File: config.mk
export PLATFORM = sky130hd
export DESIGN_NAME = led_frame_tx
export DESIGN_NICKNAME = d
export VERILOG_FILES = /design/src/rtl/led_frame_tx.sv
export SDC_FILE = /design/constraint.sdc
export NUM_CORES = 1
export LEC_CHECK = 0
export BUFFER_PORTS_ARGS = -buffer_cell sky130_fd_sc_hd__buf_2
export CAP_MARGIN = 25
export CORE_MARGIN = 2
export CORE_UTILIZATION = 45
export CTS_CLUSTER_SIZE = 8
export DETAILED_ROUTE_END_ITERATION = 10
export GPL_TIMING_DRIVEN = 0
export PLACE_DENSITY = 0.64
export REMOVE_ABC_BUFFERS = 1
export SLEW_MARGIN = 10
export SYNTH_ARGS = -nofsm -noshare
export SYNTH_HDL_FRONTEND = slang
export SYNTH_SLANG_ARGS = --single-unit
File: constraint.sdc
create_clock -name clock -period 4.6 [get_ports clock]
set_clock_uncertainty 0.1 [all_clocks]
set_input_delay 0.92 -clock clock [delete_from_list [all_inputs] [get_ports clock]]
set_output_delay 0.92 -clock clock [all_outputs]
set_load 0.01 [all_outputs]
File: src/rtl/led_frame_tx.sv
// led_frame_tx: FIFO-buffered transmitter that sends each queued word as a Manchester-coded LED frame
module led_frame_tx #(
  parameter int FRAME_SIZE    = 16,
  parameter int DEPTH         = 4,
  parameter int BIT_TICKS     = 4,
  parameter int PREAMBLE_BITS = 4,
  parameter int PARITY_EN     = 1,
  parameter int GAP_TICKS     = 8
) (
  input  logic                       clock,
  input  logic                       reset,
  input  logic                       enable,
  input  logic [FRAME_SIZE-1:0]      data,
  input  logic                       push,
  output logic                       full,
  output logic [$clog2(DEPTH+1)-1:0] level,
  output logic                       overflow,
  output logic                       busy,
  output logic                       led,
  output logic                       irq
);
  localparam int AW = $clog2(DEPTH);
  localparam int LW = $clog2(DEPTH + 1);
  localparam int TW = $clog2((BIT_TICKS > GAP_TICKS ? BIT_TICKS : GAP_TICKS) + 1);
  localparam int BW = $clog2((FRAME_SIZE > PREAMBLE_BITS ? FRAME_SIZE : PREAMBLE_BITS) + 1);
  typedef enum logic [2:0] {IDLE, PREAMBLE, START, DATA, PARITY, GAP} state_t;
  state_t state, state_n;
  logic [FRAME_SIZE-1:0] mem [DEPTH];
  logic [AW-1:0] wr_ptr, rd_ptr;
  logic [FRAME_SIZE-1:0] shreg;
  logic [TW-1:0] tick;
  logic [BW-1:0] bit_cnt;
  logic par, pop, wr, bit_end, b, led_n, irq_n;
  assign full    = level == LW'(DEPTH);
  assign busy    = state != IDLE;
  assign pop     = state == IDLE && enable && level != '0;
  assign wr      = push && (!full || pop);
  assign bit_end = state != GAP && tick == TW'(BIT_TICKS - 1);
  always_ff @(posedge clock)
    if (wr) mem[wr_ptr] <= data;
  always_ff @(posedge clock or posedge reset)
    if (reset) begin
      wr_ptr   <= '0;
      rd_ptr   <= '0;
      level    <= '0;
      overflow <= 1'b0;
    end else begin
      wr_ptr   <= wr_ptr + AW'(wr);
      rd_ptr   <= rd_ptr + AW'(pop);
      level    <= level + LW'(wr) - LW'(pop);
      overflow <= overflow | (push & ~wr);
    end
  // tick and bit counters restart on every state change; the LED is one cycle behind the state
  always_ff @(posedge clock or posedge reset)
    if (reset) begin
      state   <= IDLE;
      tick    <= '0;
      bit_cnt <= '0;
      shreg   <= '0;
      par     <= 1'b0;
      led     <= 1'b0;
      irq     <= 1'b0;
    end else begin
      state   <= state_n;
      tick    <= (state_n != state || bit_end) ? '0 : tick + 1'b1;
      bit_cnt <= state_n != state ? '0 : bit_cnt + BW'(bit_end);
      shreg   <= pop ? mem[rd_ptr] : (state == DATA && bit_end) ? shreg << 1 : shreg;
      par     <= pop ? ^mem[rd_ptr] : par;
      led     <= led_n;
      irq     <= irq_n;
    end
  always_comb begin
    state_n = state;
    case (state)
      IDLE:     state_n = pop ? PREAMBLE : IDLE;
      PREAMBLE: state_n = bit_end && bit_cnt == BW'(PREAMBLE_BITS - 1) ? START : PREAMBLE;
      START:    state_n = bit_end ? DATA : START;
      DATA:     state_n = !(bit_end && bit_cnt == BW'(FRAME_SIZE - 1)) ? DATA : PARITY_EN != 0 ? PARITY : GAP;
      PARITY:   state_n = bit_end ? GAP : PARITY;
      GAP:      state_n = tick == TW'(GAP_TICKS - 1) ? IDLE : GAP;
      default:  state_n = IDLE;
    endcase
    b     = state == PREAMBLE ? ~bit_cnt[0] : state == DATA ? shreg[FRAME_SIZE-1] : par;
    led_n = state == START || ((state == PREAMBLE || state == DATA || state == PARITY) &&
            (tick < TW'(BIT_TICKS / 2) ? ~b : b));
    irq_n = state == GAP && state_n == IDLE;
  end
endmodule

-- Word level (Yosys, flattened, before mapping)
Memories as Yosys holds them, arrays and structs flattened.
Index checks and enable logic that the tools add are counted.
Widths: inputs -> output; s select.
- add/subtract/negate cells: 6
- magnitude comparators: 1
- equal/unequal tests: 12
- multiplexer cells: 16
- bitwise gates (word level): 5
- reductions and logical operators: 21
- operator list (operator ; count):
    $mux 16 ; 2
    $pmux 3 s6 ; 1
    $reduce_xor 16->1 ; 1
    $eq 3x3->1 const B ; 3
    $logic_and 1x1->1 ; 9
    $mux 1 ; 8
    $eq 3x2->1 const B ; 2
    $logic_not 3->1 ; 2
    $mux 3 ; 2
    $reduce_bool 3->1 ; 2
    $add 5x1->5 ; 1
    $eq 5x2->1 const B ; 1
    $eq 5x4->1 const B ; 1
    $logic_or 1x1->1 ; 5
    $mux 5 ; 1
    $add 2x1->2 ; 2
    $add 4x1->4 const B ; 1
    $eq 4x2->1 const B ; 1
    $eq 4x3->1 const B ; 1
    $lt 4x2->1 const B ; 1
    $mux 4 ; 1
    $add 3x1->3 ; 1
    $eq 3x1->1 const B ; 1
    $ne 3x3->1 ; 1
    8 further kinds ; 10
- register bits: 39
- RAM bits: 64
- input port bits: 20
- output and inout bits: 8
- word-level logic and storage cells: 73
- memories kept: 1
- memories (name ; words ; width ; read ports ; clocked after memory_dff ; wr ports ; RTL line ; text):
    mem ; 4 ; 16 ; 1 ; 0 ; 1 ; 28 ; logic [FRAME_SIZE-1:0] mem [DEPTH];

-- Depth between registers and ports, before layout
Gate-level depths: netlist of the first run.
- depth after elaboration: 8
- mapped depth: 10
- gate-level depth less buffers: 9

-- Least setup slack after synthesis of the first run
No wires, ideal clock.
- kind: input to register
- start point: input enable
- end point: memory mem[2][0] (enable)
- library setup time: 413 ps
- data arrival time: 2364 ps
- required time: 4087 ps
- path slack: 1723 ps
- stages on the path: 4
- path buffers: 0
- cells stage by stage: nand2_1 -> nand2_1 -> nand2_1 -> nor3b_1
- word-level cells in the longest chain between the ends: 6
- RTL lines (element ; RTL line ; text):
    from (decl) ; 12 ; input logic enable,
    $logic_and 1x1->1 (2 in a row) ; 36 ; assign pop = state == IDLE && enable && level != '0;
    $logic_or 1x1->1 ; 37 ; assign wr = push && (!full || pop);
    $logic_and 1x1->1 ; 37 ;
    $mux 1 ; 40 ; if (wr) mem[wr_ptr] <= data;
    $mux 1 (implied by the code) ; 40 ;
    to (decl) ; 28 ;
No other way between the ends.

-- Worst setup path in the final report of the first run
- start point: register state[1]
- end point: register level[2]
- word-level cells in the longest chain between the ends: 7
- RTL lines (element ; RTL line ; text):
    from (decl) ; 27 ; state_t state, state_n;
    from (signal assigned) ; 64 ; state <= state_n;
    $logic_not 3->1 (*) ; 36 ;
    $logic_and 1x1->1 (*) (2 in a row) ; 36 ;
    $logic_or 1x1->1 ; 37 ;
    $logic_and 1x1->1 ; 37 ;
    $add 3x1->3 ; 50 ; level <= level + LW'(wr) - LW'(pop);
    $sub 3x1->3 (*) ; 50 ;
    to (signal assigned) ; 50 ;
    to (decl) ; 16 ; output logic [$clog2(DEPTH+1)-1:0] level,
Mark *: on every way between the ends. The rest lies on a longest branch, timed or not.
A chain may end at the register's enable or synchronous reset.

==> run_results.csv, run 1 <==
group,metric,value,unit
power_and_ir_drop,combPwrFrac,17.0,%
final_layout,multiInputGateArea,0.00142,mm2
place,place.gp.congestion,0.756,
final_layout,post_route_cells_drive_above_1_share,21.4,%
critical_path,cp_cell_sequence,"nor3_1, o311a_1, o21ai_0, ha_1, fa_1, xnor2_1, xnor2_1",
grt,grt_max_degree,37,
sta,setup_viol,0,
floorplan,die_w,103,um
grt,antenna_found_initial,0,
yosys,yosysWarningCount,0,
status,status,"finished clean",
grt,first_global_vias,2205,
power_and_ir_drop,power_leakage,0.00183,uW
yosys,synth.area.top_cells,"edfxtp_1 44%, dfrtp_1 22%, mux4_2 5.1%",
critical_path,path_buf_inv,0,
yosys,synth-edff-count,64,
clocking,cts_root_buf,"clkbuf_8",
floorplan,dieArea,0.0106,mm2
yosys,syn-mean-instance-area,15.1,um2
floorplan,rows,36,
critical_path,endpoint_kind,"flip-flop",
clocking,cts_tree,"yes",
sta,tns,0,ns
clocking,cts_max_level,3,
route,ant_nets,0,
yosys,syn_inst,292,
critical_path,reg2reg_from,"state[1]",
route,drc,0,
final_layout,fillers,837,
hold_path,hp-class,"input pin to async pin",
power_and_ir_drop,p_sw_share,26.5,%
power_and_ir_drop,p_sw,563,uW
floorplan,initial_core_util,45.8,%
final_layout,syn2layout_area_growth,12.1,%
final_layout,fin_nets,349,
yosys,synth_top_flop_cell,"edfxtp_1",
sta,max-slew-margin-rel,45.7,%
power_and_ir_drop,p_clk_share,27.0,%
power_and_ir_drop,p_seq_share,55.9,%
clocking,numCtsBuffers,9,
power_and_ir_drop,intPower,1560,uW
critical_path,worstPathMaxFanout,16,
route,post_drt_wl_per_cell,15.1,um
sta,drv_slew,0,
yosys,synthSimpleGateAreaFrac,7.17,%
clocking,postCtsSetupRepairBufs,0,
final_layout,final_common_cell,"edfxtp_1",
critical_path,cp_slowest_cell,"o311a_1",
yosys,synth_top_area_cell,"edfxtp_1",
route,via_count,2339,
yosys,async_flop_share,37.9,%
sta,hold_viol,0,
critical_path,r2r-end,"level[2]",
final_layout,final_cells,460,
yosys,yosys_register_bits,103,
critical_path,crit_top_cell,"xnor2_1",
sta,setup_ws,1.82,ns
yosys,synth-compound-area-share,4.99,%
power_and_ir_drop,ir_drop,0.000256,V
final_layout,regArea,0.00290,mm2
grt,grt_pass1_wl,11.3,mm
sta,holdWs,0.353,ns
yosys,syn_area,0.00442,mm2
critical_path,cp_slowest_stage_delay,0.55,ns
route,viasPerCell,5.08,
yosys,synth_mux_area_share,11.6,%
sta,post-route-period-util,60.4,%
floorplan,die_h,103,um
clocking,cts_hold_buf,0,
route,drtIter0Drc,136,
critical_path,worst_setup_path_start_kind,"flip-flop",
place,io_buffer_count,27,
yosys,synth_xor_area_share,5.84,%
place,pre_cts_ws,1.25,ns
clocking,cts_sinks,103,
clocking,cts-resized-gates,0,
yosys,ys_seq_area_share,65.6,%
route,finalWirelength,6.95,mm
job,maxCapViolCount,0,
sta,rsz0062_at_grt,"no",
clocking,clock_path_buffers,2,
critical_path,cp.required,4.80,ns
floorplan,ios,28,
final_layout,layout_common_cells,"64 x edfxtp_1, 39 x dfrtp_1, 27 x buf_2",
critical_path,rr_worst_depth,7,
sta,min_period,2.78,ns
final_layout,antenna_cells,0,
place,dp_cells,442,
critical_path,r2r_slack,1.82,ns
grt,grt_overflow,0,
yosys,synth_top_family_by_area,"multiplexers",
grt,track_usage,14.5,%
clocking,clock_latency,0.37,ns
yosys,synth_top_area_share,43.5,%
power_and_ir_drop,p_per_area,429,mW/mm2
critical_path,crit_type,"flip-flop to flip-flop",
place,hpwlAfterDp,4.71,mm
final_layout,post-route-util,51.3,%
yosys,ys_types,39,
critical_path,critical_path_arrival,2.98,ns
sta,max_freq,360,MHz
floorplan,core_area,0.00964,mm2
yosys,synthAdderAreaFrac,2.15,%
clocking,path_clk_slew,0.10,ns
sta,tightest_slew,0.815,ns
route,first_pass_iters,4,
critical_path,critical-path-top-delay-family,"compound AO/OA/AOI/OAI gates",
[worst register-to-register path, cell delays in order (launching register included)]
cell	delay [ns]
dfrtp_1	0.54
nor3_1	0.45
o311a_1	0.55
o21ai_0	0.18
ha_1	0.21
fa_1	0.38
xnor2_1	0.18
xnor2_1	0.13
[synth_stat cells, drive strengths merged (2+ instances only)]
master	number
nand2	25
a22oi	2
xor2	8
nor2	15
clkbuf	7
nor3b	4
a21o	2
nand3	10
a21oi	5
mux4	16
mux2i	13
xnor2	18
o21ai	17
buf	8
and3	2
ha	6
nor2b	2
nand2b	3
dfrtp	39
edfxtp	64
nor3	6
inv	8
[metrics by stage]
stage	area (um2)	power, uW
2_1_floorplan	4330	1440
3_3_place_gp	4630	1540
3_5_place_dp	4710	1580
4_1_cts	4910	2150
5_1_grt	4950	2220
6_report	4950	2120
[routing by layer]
layer  wire length (um)  GRT usage (%)  vias up
li1                   -              -     1142
met1               3280           20.5     1154
met2               3350           22.0       32
met3                172           2.71       11
met4                140           6.38        0
met5                  0              0        -
[cell type report]
type	instances	share of cell area, %
Inverter	8	0.607
Multi-Input combinational cell	166	28.6
Clock inverter	7	1.57
Sequential cell	103	58.5
Clock buffer	9	2.50
Tap cell	133	3.36
Timing Repair Buffer	34	4.83
[how the worst max path moves through the flow]
| stage | start | endpoint | slack, ns | cells past startpoint |
|---|---|---|---|---|
| 2_1_floorplan | enable | mem[2][0] | 1.72 | 4 |
| 3_3_place_gp | state[1] | mem[2][4] | 0.56 | 5 |
| 3_5_place_dp | state[1] | level[2] | 1.25 | 7 |
| 4_1_cts | state[1] | level[2] | 1.23 | 7 |
| 5_1_grt | tick[0] | bit_cnt[4] | 1.58 | 6 |
| 6_report | state[1] | level[2] | 1.82 | 7 |
[power groups by stage]
| stage | clock (uW) | sequential (uW) | combinational (uW) |
|---|---|---|---|
| CTS | 587 | 1190 | 373 |
| floorplan | 0 | 1200 | 238 |
| detailed placement | 0 | 1210 | 371 |
| global route | 625 | 1200 | 401 |
| finish | 573 | 1190 | 362 |
| global placement | 0 | 1200 | 337 |
[sequential cells by signal, summed over array words and instances, names as in the netlist]
signal and cells:
led 1, rd_ptr 2, bit_cnt 5, wr_ptr 2
tick 4, par 1, level 3, state 3
overflow 1, irq 1, shreg 16, mem 64
[cells by family (layout without fill, tap and decap cells)]
group | after synthesis | count (layout)
flops | 103 | 103
simple gates | 69 | 69
compound gates | 35 | 35
mux | 29 | 29
xor+xnor | 26 | 26
buf+inv | 23 | 58
fa+ha+maj | 7 | 7
Power figures use the tool's default switching activity.
==> run 2: changes to the inputs <==
--- a/config.mk
+++ b/config.mk
@@ -5,6 +5,7 @@
 export SDC_FILE = /design/constraint.sdc
 export NUM_CORES = 1
 export LEC_CHECK = 0
+export ABC_AREA = 1
 export BUFFER_PORTS_ARGS = -buffer_cell sky130_fd_sc_hd__buf_2
 export CAP_MARGIN = 25
 export CORE_MARGIN = 2
@@ -12,7 +13,7 @@
 export CTS_CLUSTER_SIZE = 8
 export DETAILED_ROUTE_END_ITERATION = 10
 export GPL_TIMING_DRIVEN = 0
-export PLACE_DENSITY = 0.64
+export PLACE_DENSITY = 0.66
 export REMOVE_ABC_BUFFERS = 1
 export SLEW_MARGIN = 10
 export SYNTH_ARGS = -nofsm -noshare
==> constraint.sdc (replaced) <==
create_clock -name clock -period 2.2 [get_ports clock]
set_clock_uncertainty 0.1 [all_clocks]
set_input_delay 0.44 -clock clock [delete_from_list [all_inputs] [get_ports clock]]
set_output_delay 0.44 -clock clock [all_outputs]
set_load 0.01 [all_outputs]
==> run 2 against run 1 <==
  * Utilization is 0.79 points higher
  * Power increased by 120%
  * Final cell count is 57% higher
  * Largest cell class unchanged
==> run_results.csv, run 2 <==
group,metric,value,unit
status,status,"finished clean",
floorplan,dieArea,0.0120,mm2
sta,setup_ws,0.0680,ns
critical_path,cp_cell_sequence,"inv_2, nand4_1, a31oi_4, buf_6, nand2_2, nand2_1, ha_2, fa_2",
sta,max_freq,469,MHz
critical_path,critical_path_arrival,2.28,ns
yosys,synthTopCellsByCount,"221 x nand2_1, 64 x edfxtp_1, 51 x inv_1, 46 x nand3_1, 39 x dfrtp_1",
job,maxCapViolCount,0,
floorplan,die_w,109,um
floorplan,core_area,0.0108,mm2
place,io_buffer_count,27,
power_and_ir_drop,intPower,3160,uW
final_layout,fin_nets,605,
yosys,yosysWarningCount,0,
clocking,cts_hold_buf,0,
sta,min_period,2.13,ns
power_and_ir_drop,p_clk_share,23.9,%
yosys,synth_top_area_cell,"edfxtp_1",
final_layout,post_route_cells_drive_above_1_share,19.4,%
final_layout,layout_common_cells,"217 x nand2_1, 64 x edfxtp_1, 47 x inv_1",
critical_path,endpoint_kind,"flip-flop",
route,finalWirelength,9.70,mm
final_layout,reg.largest.list,"mem x64, shreg x16, bit_cnt x5",
clocking,cts_tree,"yes",
yosys,synth.area.top_cells,"edfxtp_1 38%, dfrtp_1 20%, nand2_1 17%",
grt,grt_pass1_wl,16.2,mm
clocking,cts_sinks,103,
grt,first_global_vias,3564,
grt,grt_max_degree,40,
clocking,cts_max_level,3,
critical_path,worst_setup_path_start_kind,"flip-flop",
clocking,clock_latency,0.37,ns
place,hpwlAfterDp,6.63,mm
critical_path,cp_slowest_cell,"dfrtp_1",
power_and_ir_drop,p_sw,1420,uW
final_layout,fillers,966,
sta,setup_viol,0,
yosys,syn_inst,536,
yosys,synth_top_area_share,38.4,%
hold_path,hp-class,"input pin to async pin",
floorplan,rows,38,
final_layout,largest_reg_flops,64,
sta,hold_viol,0,
route,post_drt_wl_per_cell,13.4,um
sta,drv_slew,0,
grt,top_usage_layer,"met2",
route,viasPerCell,5.04,
yosys,async_flop_share,37.9,%
critical_path,cp_slowest_stage_delay,0.44,ns
power_and_ir_drop,p_per_area,811,mW/mm2
route,ant_nets,0,
sta,tightest_slew,0.791,ns
critical_path,worstPathMaxFanout,5,
critical_path,cp.required,2.35,ns
power_and_ir_drop,combPwrFrac,21.5,%
power_and_ir_drop,p_seq_share,54.7,%
clocking,numCtsBuffers,9,
critical_path,critical-path-top-delay-family,"adder cells",
grt,grt_overflow,0,
sta,rsz0062_at_grt,"yes",
final_layout,regArea,0.00291,mm2
route,first_pass_iters,4,
place,place.gp.congestion,0.857,
yosys,syn-mean-instance-area,9.33,um2
yosys,syn_area,0.00500,mm2
sta,post-route-period-util,96.9,%
final_layout,regMostFlops,"mem",
yosys,synth-edff-count,64,
sta,holdWs,0.105,ns
floorplan,die_h,109,um
sta,max-slew-margin-rel,47.2,%
final_layout,antenna_cells,0,
floorplan,ios,28,
route,drtIter0Drc,179,
critical_path,path_buf_inv,2,
grt,grtUsageMet1,21.3,%
final_layout,multiInputGateArea,0.00179,mm2
clocking,path_clk_slew,0.10,ns
clocking,clock_path_buffers,2,
yosys,ys_types,32,
final_layout,final_common_cell,"nand2_1",
route,via_count,3643,
power_and_ir_drop,p_sw_share,31.0,%
grt,use_met2,30.7,%
route,drc,0,
yosys,yosys_register_bits,103,
floorplan,initial_core_util,46.1,%
clocking,cts_root_buf,"clkbuf_8",
yosys,synth_top_flop_cell,"edfxtp_1",
grt,antenna_found_initial,0,
critical_path,crit_type,"flip-flop to flip-flop",
place,pre_cts_ws,-0.603,ns
grt,track_usage,17.8,%
yosys,yosysMostFrequentCell,"nand2_1",
power_and_ir_drop,power_leakage,0.00260,uW
final_layout,syn2layout_area_growth,13.0,%
grt,met3_usage,4.86,%
yosys,ys_seq_area_share,57.9,%
power_and_ir_drop,ir_drop,0.000604,V
==> run 2: path summary, 6_finish.rpt <==
path	startpoint	endpoint	slack (ns)	cells past startpoint
max reg2reg	state[0]	level[1]	0.07	8
max in group asynchronous	reset	rd_ptr[1]	1.31	2
min reg2reg	tick[0]	tick[0]	0.38	1
max	state[0]	level[1]	0.07	8
min in group clock	data[8]	mem[0][8]	0.17	1
min	reset	shreg[8]	0.10	2
==> run 2: cell type report <==
class                      count  share of cell area, %
clock buffer                  10                   2.26
clock inverter                 6                   1.02
inverter                      58                   4.45
multi-input combinational    360                   31.7
sequential                   103                   51.4
tap                          140                   3.10
timing repair buffer          46                   6.07
==> run 2: power groups by stage <==
stage	clock network, uW	registers [uW]	logic (uW)
6_report	1090	2500	984
5_1_grt	1220	2530	1130
4_1_cts	1140	2490	975
3_5_place_dp	0	2530	927
3_3_place_gp	0	2540	809
2_1_floorplan	0	2530	576
==> run 2: through the flow <==
stage | total power, uW | setup TNS, ns | instances | cell area (um2) | utilization (%)
2_1_floorplan | 3110 | -20.19 | 521 | 4860 | -
3_3_place_gp | 3340 | -99.26 | 688 | 5170 | 47.7
3_5_place_dp | 3460 | -6.51 | 696 | 5280 | 48.7
4_1_cts | 4610 | 0 | 717 | 5530 | 51.0
5_1_grt | 4880 | -0.0590 | 723 | 5650 | 52.1
6_report | 4580 | 0 | 723 | 5650 | 52.1
==> run 2: what timing repair did <==
action / CTS / global route
endpoints found under the hold margin: 0 / 0
setup buffers: 5 / 5
pin swaps: 2 / 2
resized for setup: 6 / 19
endpoints found under the setup margin: 42 / 32
cloned: 0 / 1
==> run 2: routing by layer <==
layer | up-vias | wire length (um) | share of wire (%)
li1 | 1832 | - | -
met1 | 1741 | 4270 | 44
met2 | 56 | 4960 | 51
met3 | 14 | 298 | 3.1
met4 | 0 | 170 | 1.8
met5 | - | 0 | 0
==> run 2: kinds of logic (layout without fill, tap and decap cells) <==
group	count (synthesis)	count (layout)	share of synthesized area, %
AO/OA/AOI/OAI	25	25	4.20
XOR/XNOR	9	9	1.58
adder cells (fa/ha/maj)	7	7	1.90
buffers and inverters	73	120	7.35
flip-flops	103	103	57.9
AND/OR/NAND/NOR	319	319	27.0
